**src/rtl/fb_regfile_mp_pkg.sv**
```systemverilog
// -----------------------------------------------------------------------------
// fb_regfile_mp_pkg
// Shared definitions for the multi-port register file slice: the 32-bit
// width constant, default XLEN/NREG and the clog2 helper used to size
// address fields.
// Ports: none (package).
// -----------------------------------------------------------------------------
package fb_regfile_mp_pkg;

    localparam int FB_32BITS       = 32;
    localparam int FB_XLEN_DEFAULT = FB_32BITS;
    localparam int FB_NREG_DEFAULT = 32;

    // Smallest r with (1 << r) >= value; 0 for value <= 1.
    function automatic int fb_clog2(input int value);
        int r;
        r = 0;
        for (int i = 0; i < 31; i++) begin
            if ((1 << i) < value) begin
                r = i + 1;
            end
        end
        return r;
    endfunction

endpackage

```
**src/rtl/fb_regfile_mp_sb.sv**
```systemverilog
// -----------------------------------------------------------------------------
// fb_regfile_sb
// Busy scoreboard for in-flight destination registers. A write on any port
// clears the busy bit of its address, an allocation sets one; a set and a
// clear of the same register in one cycle leave it busy. rbusy per read port
// captures the busy bit after this cycle's updates; sb_full is combinational
// from the current busy vector.
// Ports:
//   clk, reset     clock, synchronous active-high reset
//   raddr          NRD packed read addresses
//   we, waddr      NWR write enables / addresses (clear busy)
//   alloc_en/addr  set busy on allocation
//   rbusy          registered busy flag per read port
//   sb_full        every allocatable register is busy
// -----------------------------------------------------------------------------
module fb_regfile_sb
    import fb_regfile_mp_pkg::*;
#(
    parameter int NREG     = FB_NREG_DEFAULT,
    parameter int NRD      = 2,
    parameter int NWR      = 2,
    parameter int ZERO_REG = 1,
    parameter int AW       = fb_clog2(NREG)
) (
    input  logic              clk,
    input  logic              reset,
    input  logic [NRD*AW-1:0] raddr,
    input  logic [NWR-1:0]    we,
    input  logic [NWR*AW-1:0] waddr,
    input  logic              alloc_en,
    input  logic [AW-1:0]     alloc_addr,
    output logic [NRD-1:0]    rbusy,
    output logic              sb_full
);

    logic [NREG-1:0] busy;
    logic [NREG-1:0] busy_next;

    // Clears first, then the set, so a same-cycle set wins.
    always_comb begin
        busy_next = busy;
        for (int k = 0; k < NWR; k++) begin
            if (we[k]) begin
                busy_next[waddr[k*AW +: AW]] = 1'b0;
            end
        end
        if (alloc_en) begin
            busy_next[alloc_addr] = 1'b1;
        end
        if (ZERO_REG != 0) begin
            busy_next[0] = 1'b0;
        end
    end

    always_ff @(posedge clk) begin
        if (reset) begin
            busy  <= '0;
            rbusy <= '0;
        end else begin
            busy <= busy_next;
            for (int j = 0; j < NRD; j++) begin
                rbusy[j] <= busy_next[raddr[j*AW +: AW]];
            end
        end
    end

    // Register 0 is excluded from the full check when it is hardwired.
    always_comb begin
        sb_full = 1'b1;
        for (int i = 0; i < NREG; i++) begin
            if (!((ZERO_REG != 0) && (i == 0))) begin
                sb_full = sb_full & busy[i];
            end
        end
    end

endmodule

```
**src/rtl/fb_regfile_mp.sv**
```systemverilog
// -----------------------------------------------------------------------------
// fb_regfile_mp
// Parametrised multi-port integer register file with a busy scoreboard.
// Reads are registered with one cycle of latency. Writes from several ports
// land on the same edge; on an address collision the highest port wins.
// Optional build macro FB_REGFILE_BYPASS_EN: a same-edge read of a written
// address returns the new write data (write-first). Without it the read
// returns the pre-write array value (read-first).
// Ports:
//   clk, reset            clock, synchronous active-high reset
//   raddr / rdata         NRD packed read addresses / registered read data
//   rbusy                 registered busy flag per read port
//   we / waddr / wdata    NWR packed write ports
//   alloc_en / alloc_addr mark a destination register busy
//   sb_full               combinational, all allocatable registers busy
// -----------------------------------------------------------------------------
module fb_regfile_mp
    import fb_regfile_mp_pkg::*;
#(
    parameter int XLEN     = FB_XLEN_DEFAULT,
    parameter int NREG     = FB_NREG_DEFAULT,
    parameter int NRD      = 2,
    parameter int NWR      = 2,
    parameter int ZERO_REG = 1,
    localparam int AW      = fb_clog2(NREG)
) (
    input  logic                clk,
    input  logic                reset,
    input  logic [NRD*AW-1:0]   raddr,
    output logic [NRD*XLEN-1:0] rdata,
    output logic [NRD-1:0]      rbusy,
    input  logic [NWR-1:0]      we,
    input  logic [NWR*AW-1:0]   waddr,
    input  logic [NWR*XLEN-1:0] wdata,
    input  logic                alloc_en,
    input  logic [AW-1:0]       alloc_addr,
    output logic                sb_full
);

    logic [XLEN-1:0] mem [NREG];
    logic [XLEN-1:0] rd_val [NRD];

    // Later loop iterations overwrite earlier ones, giving the highest port
    // priority on a shared address.
    always_ff @(posedge clk) begin
        if (reset) begin
            for (int i = 0; i < NREG; i++) begin
                mem[i] <= '0;
            end
        end else begin
            for (int k = 0; k < NWR; k++) begin
                if (we[k] && !((ZERO_REG != 0) && (waddr[k*AW +: AW] == '0))) begin
                    mem[waddr[k*AW +: AW]] <= wdata[k*XLEN +: XLEN];
                end
            end
        end
    end

    always_comb begin
        for (int j = 0; j < NRD; j++) begin
            rd_val[j] = mem[raddr[j*AW +: AW]];
`ifdef FB_REGFILE_BYPASS_EN
            for (int k = 0; k < NWR; k++) begin
                if (we[k] && (waddr[k*AW +: AW] == raddr[j*AW +: AW])) begin
                    rd_val[j] = wdata[k*XLEN +: XLEN];
                end
            end
`else
            // Read-first: the array value before this edge's writes.
`endif
            if ((ZERO_REG != 0) && (raddr[j*AW +: AW] == '0)) begin
                rd_val[j] = '0;
            end
        end
    end

    always_ff @(posedge clk) begin
        if (reset) begin
            rdata <= '0;
        end else begin
            for (int j = 0; j < NRD; j++) begin
                rdata[j*XLEN +: XLEN] <= rd_val[j];
            end
        end
    end

    fb_regfile_sb #(
        .NREG     (NREG),
        .NRD      (NRD),
        .NWR      (NWR),
        .ZERO_REG (ZERO_REG),
        .AW       (AW)
    ) u_sb (
        .clk        (clk),
        .reset      (reset),
        .raddr      (raddr),
        .we         (we),
        .waddr      (waddr),
        .alloc_en   (alloc_en),
        .alloc_addr (alloc_addr),
        .rbusy      (rbusy),
        .sb_full    (sb_full)
    );

endmodule

```
**config.mk**
```make
export PLATFORM = sky130hd
export DESIGN_NAME = fb_regfile_mp
export DESIGN_NICKNAME = d
export VERILOG_FILES = /design/src/rtl/fb_regfile_mp_pkg.sv /design/src/rtl/fb_regfile_mp_sb.sv /design/src/rtl/fb_regfile_mp.sv
export SDC_FILE = /design/constraint.sdc
export NUM_CORES = 2
export LEC_CHECK = 0
export BUFFER_PORTS_ARGS = -buffer_cell sky130_fd_sc_hd__buf_2
export CAP_MARGIN = 15
export CORE_AREA = 2 2 332 334
export CTS_CLUSTER_DIAMETER = 40
export DETAILED_ROUTE_END_ITERATION = 12
export DIE_AREA = 0 0 334 336
export GPL_TIMING_DRIVEN = 0
export HOLD_SLACK_MARGIN = 0.02
export PLACE_DENSITY = 0.81
export RECOVER_POWER = 50
export SLEW_MARGIN = 20
export SYNTH_ARGS = -nofsm -noshare
export SYNTH_HDL_FRONTEND = slang
export SYNTH_SLANG_ARGS = --single-unit
export TNS_END_PERCENT = 100
```
**constraint.sdc**
```tcl
create_clock -name clk -period 2.6 [get_ports clk]
set_clock_uncertainty 0.15 [all_clocks]
set_input_delay 0.13 -clock clk [delete_from_list [all_inputs] [get_ports clk]]
set_output_delay 0.13 -clock clk [all_outputs]
set_load 0.01 [all_outputs]
```
==> results.json <==
{
  "status": "complete, but fails checks",
  "violations": "design-rule violations, max-capacitance violations, max-slew violations, negative setup slack",
  "ant_nets": 0,
  "min_path_type": "primary input to flop",
  "cp_slowest_cell": "nor3_1",
  "setup_ws_ns": -0.482,
  "instances_no_fill": 5908,
  "fin_setup_tns_ns": -108.40,
  "cp_common_cell": "clkbuf_1",
  "r2r_slack_ns": 0.36,
  "whs_ns": 0.0356,
  "yosysMostFrequentCell": "edfxtp_1",
  "hold_violations": 0,
  "initial_core_util": 0.567,
  "min_to": "mem[14][14]",
  "power_mw": 49.9,
  "io_pins": 161,
  "clockRootBuffer": "clkbuf_16",
  "peakVddDrop_mv": 0.656,
  "hp-start": "wdata[46]",
  "numPortBuffers": 146,
  "reg2reg_depth": 4,
  "postSynthCellCount": 3903,
  "yosys-top-cells-area": "edfxtp_1, mux4_2, a22o_1",
  "ys.flop_type": "edfxtp_1",
  "power.density_nw_per_um2": 703,
  "path_max_fanout": 10,
  "synthArstFlopShare": 0,
  "grt_pass1_vias": 46900,
  "routed_wl_mm": 253,
  "clock.fmax_ghz": 0.324,
  "max_stage_delay_ns": 0.82,
  "drc": 2,
  "path_buf_inv": 4,
  "cts_setup_buffers": 0,
  "grt_usage": 0.447,
  "cp.arrival_ns": 3.62,
  "cp.required_ns": 3.13,
  "die_h_um": 336,
  "path_class": "primary input to flop",
  "synth-seq-cells": 1121,
  "netlist.area_leader.share": 0.501,
  "firstDrtPassIters": 13,
  "area_growth_pct": 15.5,
  "synth_common_cells": "edfxtp_1, a22o_1, mux4_2",
  "worst_r2r_startpoint": "mem[28][30]",
  "clk_path_buf_depth": 3,
  "cts_htree_levels": 4,
  "grt_overflow": 0,
  "grt_max_degree": 33,
  "rows": 121,
  "path_delay_family": "buffers and inverters",
  "clkLatencyLatePin_ns": 0.82,
  "dp_cells": 5521,
  "drv_cap": 1,
  "holdPathStages": 3,
  "avgSynthCellArea_um2": 15.7,
  "nNetsFinal": 4453,
  "yosysSeqAreaShare": 0.532,
  "grt_antenna_before_repair": 8,
  "power_leakage_nw": 23.9,
  "yosysTopAreaCell": "edfxtp_1",
  "core_um2": 108000,
  "gp_congestion": 1.11,
  "grt_pass1_wl_mm": 346,
  "period_share": 1.19,
  "drtIter0Drc": 9735,
  "avgViaCountPerCell": 8.25,
  "report.final.slew_viol_count": 33,
  "startpoint_type": "primary input",
  "syn-cell-area_um2": 61400,
  "drive_gt1_frac": 0.276,
  "die_x_um": 334,
  "ys_types": 64,
  "clk_pin_slew_worst_paths_ns": 0.06,
  "hpwlAfterDp_mm": 181,
  "rsz0062_at_grt": "yes",
  "synth_edf_count": 1024,
  "startpoint": "waddr[5]",
  "finalSetupViolCount": 933,
  "cts_buffers": 157,
  "cts_num_sinks": 1121,
  "ys_warn_count": 0,
  "worstPathCellList": "clkbuf_1 -> buf_2 -> nand3b_1 -> clkbuf_1 -> nor2_1 -> nor3_1 -> clkbuf_1 -> a22o_1",
  "fin_crit_ns": 3.08,
  "vias": 48700,
  "tightest_slew_ns": 2.52,
  "crit_path_end_kind": "flop",
  "cts_tree": "done",
  "fillers": 7394,
  "wire_per_inst_um": 42.8,
  "r2r_end": "rdata[30]",
  "dieArea_um2": 112000,
  "relSlewSlack": -0.683
}
-- kinds of logic after synthesis --
family | share of synthesized area
XOR/XNOR | 0.000143
multiplexers | 0.241
buffers and inverters | 0.0384
other | 0.0000610
AO/OA/AOI/OAI | 0.158
AND/OR/NAND/NOR | 0.0298
flip-flops | 0.532
-- how the worst max path moves through the flow --
| stage | to | slack (ns) | cells after the start |
|---|---|---|---|
| 6_report | mem[30][30] | -0.48 | 8 |
| 5_1_grt | mem[20][20] | -0.16 | 7 |
| 4_1_cts | mem[24][20] | 0.001 | 8 |
| 3_5_place_dp | rdata[20] | -1.34 | 7 |
| 3_3_place_gp | mem[28][17] | -1.57 | 6 |
| 2_1_floorplan | mem[19][0] | 0.07 | 5 |
-- state kept, by name (all words and copies together), names as in the netlist --
name and cells:
mem 1024, rdata 64, u_sb.busy 31, u_sb.rbusy 2
-- per-layer routing --
layer / share of wire / vias up / track usage
met5: 0.0016 / - / 0.00809
met4: 0.11 / 16 / 0.359
met3: 0.18 / 1417 / 0.212
met2: 0.41 / 5714 / 0.626
met1: 0.30 / 23900 / 0.529
li1: - / 17700 / -
-- through the flow --
step                instance area (um2)  worst slack, ns   util
floorplan                         61600           0.0681      -
global placement                  64100            -1.57  0.591
detailed placement                64700            -1.34  0.597
CTS                               71000          0.00143  0.655
global route                      70900           -0.158  0.654
finish                            70900           -0.482  0.654
-- layout by cell type, fill, tap and decap left out, types with 12 or more instances in the layout --
master,instances
clkbuf_16,159
nand3_1,15
conb_1,32
or3_2,21
clkinvlp_4,13
inv_6,19
clkbuf_1,501
buf_2,169
nand2_1,100
clkinv_4,12
mux2i_1,34
mux4_2,643
clkbuf_2,65
clkinv_2,23
nand3b_1,15
nor3_2,13
buf_12,15
edfxtp_1,1024
nor2_1,108
a21oi_1,65
dfxtp_1,97
dlygate4sd3_1,96
o221ai_1,26
nor3_1,19
bufinv_16,12
clkinv_1,17
a22o_1,993
-- power by group --
| part | switching [mW] | internal [mW] |
|---|---|---|
| registers | 0.572 | 20.8 |
| logic | 4.07 | 2.51 |
| clock network | 9.16 | 12.8 |
| total | 13.8 | 36.1 |
-- worst register-to-register path, cell delays in order (launching register included) --
cell	delay, ns
edfxtp_1	0.41
mux4_2	0.52
mux4_2	0.61
mux2i_1	0.31
nor2_1	0.08
-- timing repair --
action | 4_1_cts | 5_1_grt
hold buffers | 96 | 0
hold endpoints to repair | 345 | 0
resized for setup | 48 | 63
pin swaps | 1 | 0
endpoints found under the setup margin | 218 | 396
-- final cells by class --
type | instances | area, um2 | area share
inverter | 6 | 26.3 | 0.000370
sequential | 1121 | 32700 | 0.461
buffer | 588 | 2430 | 0.0343
multi-input combinational | 2216 | 26600 | 0.376
antenna | 6 | 15.0 | 0.000212
timing repair buffer | 269 | 2060 | 0.0291
clock buffer | 177 | 4100 | 0.0577
tap | 1414 | 1770 | 0.0249
clock inverter | 111 | 1200 | 0.0170
Note: power is estimated with default switching activity, not from simulation.
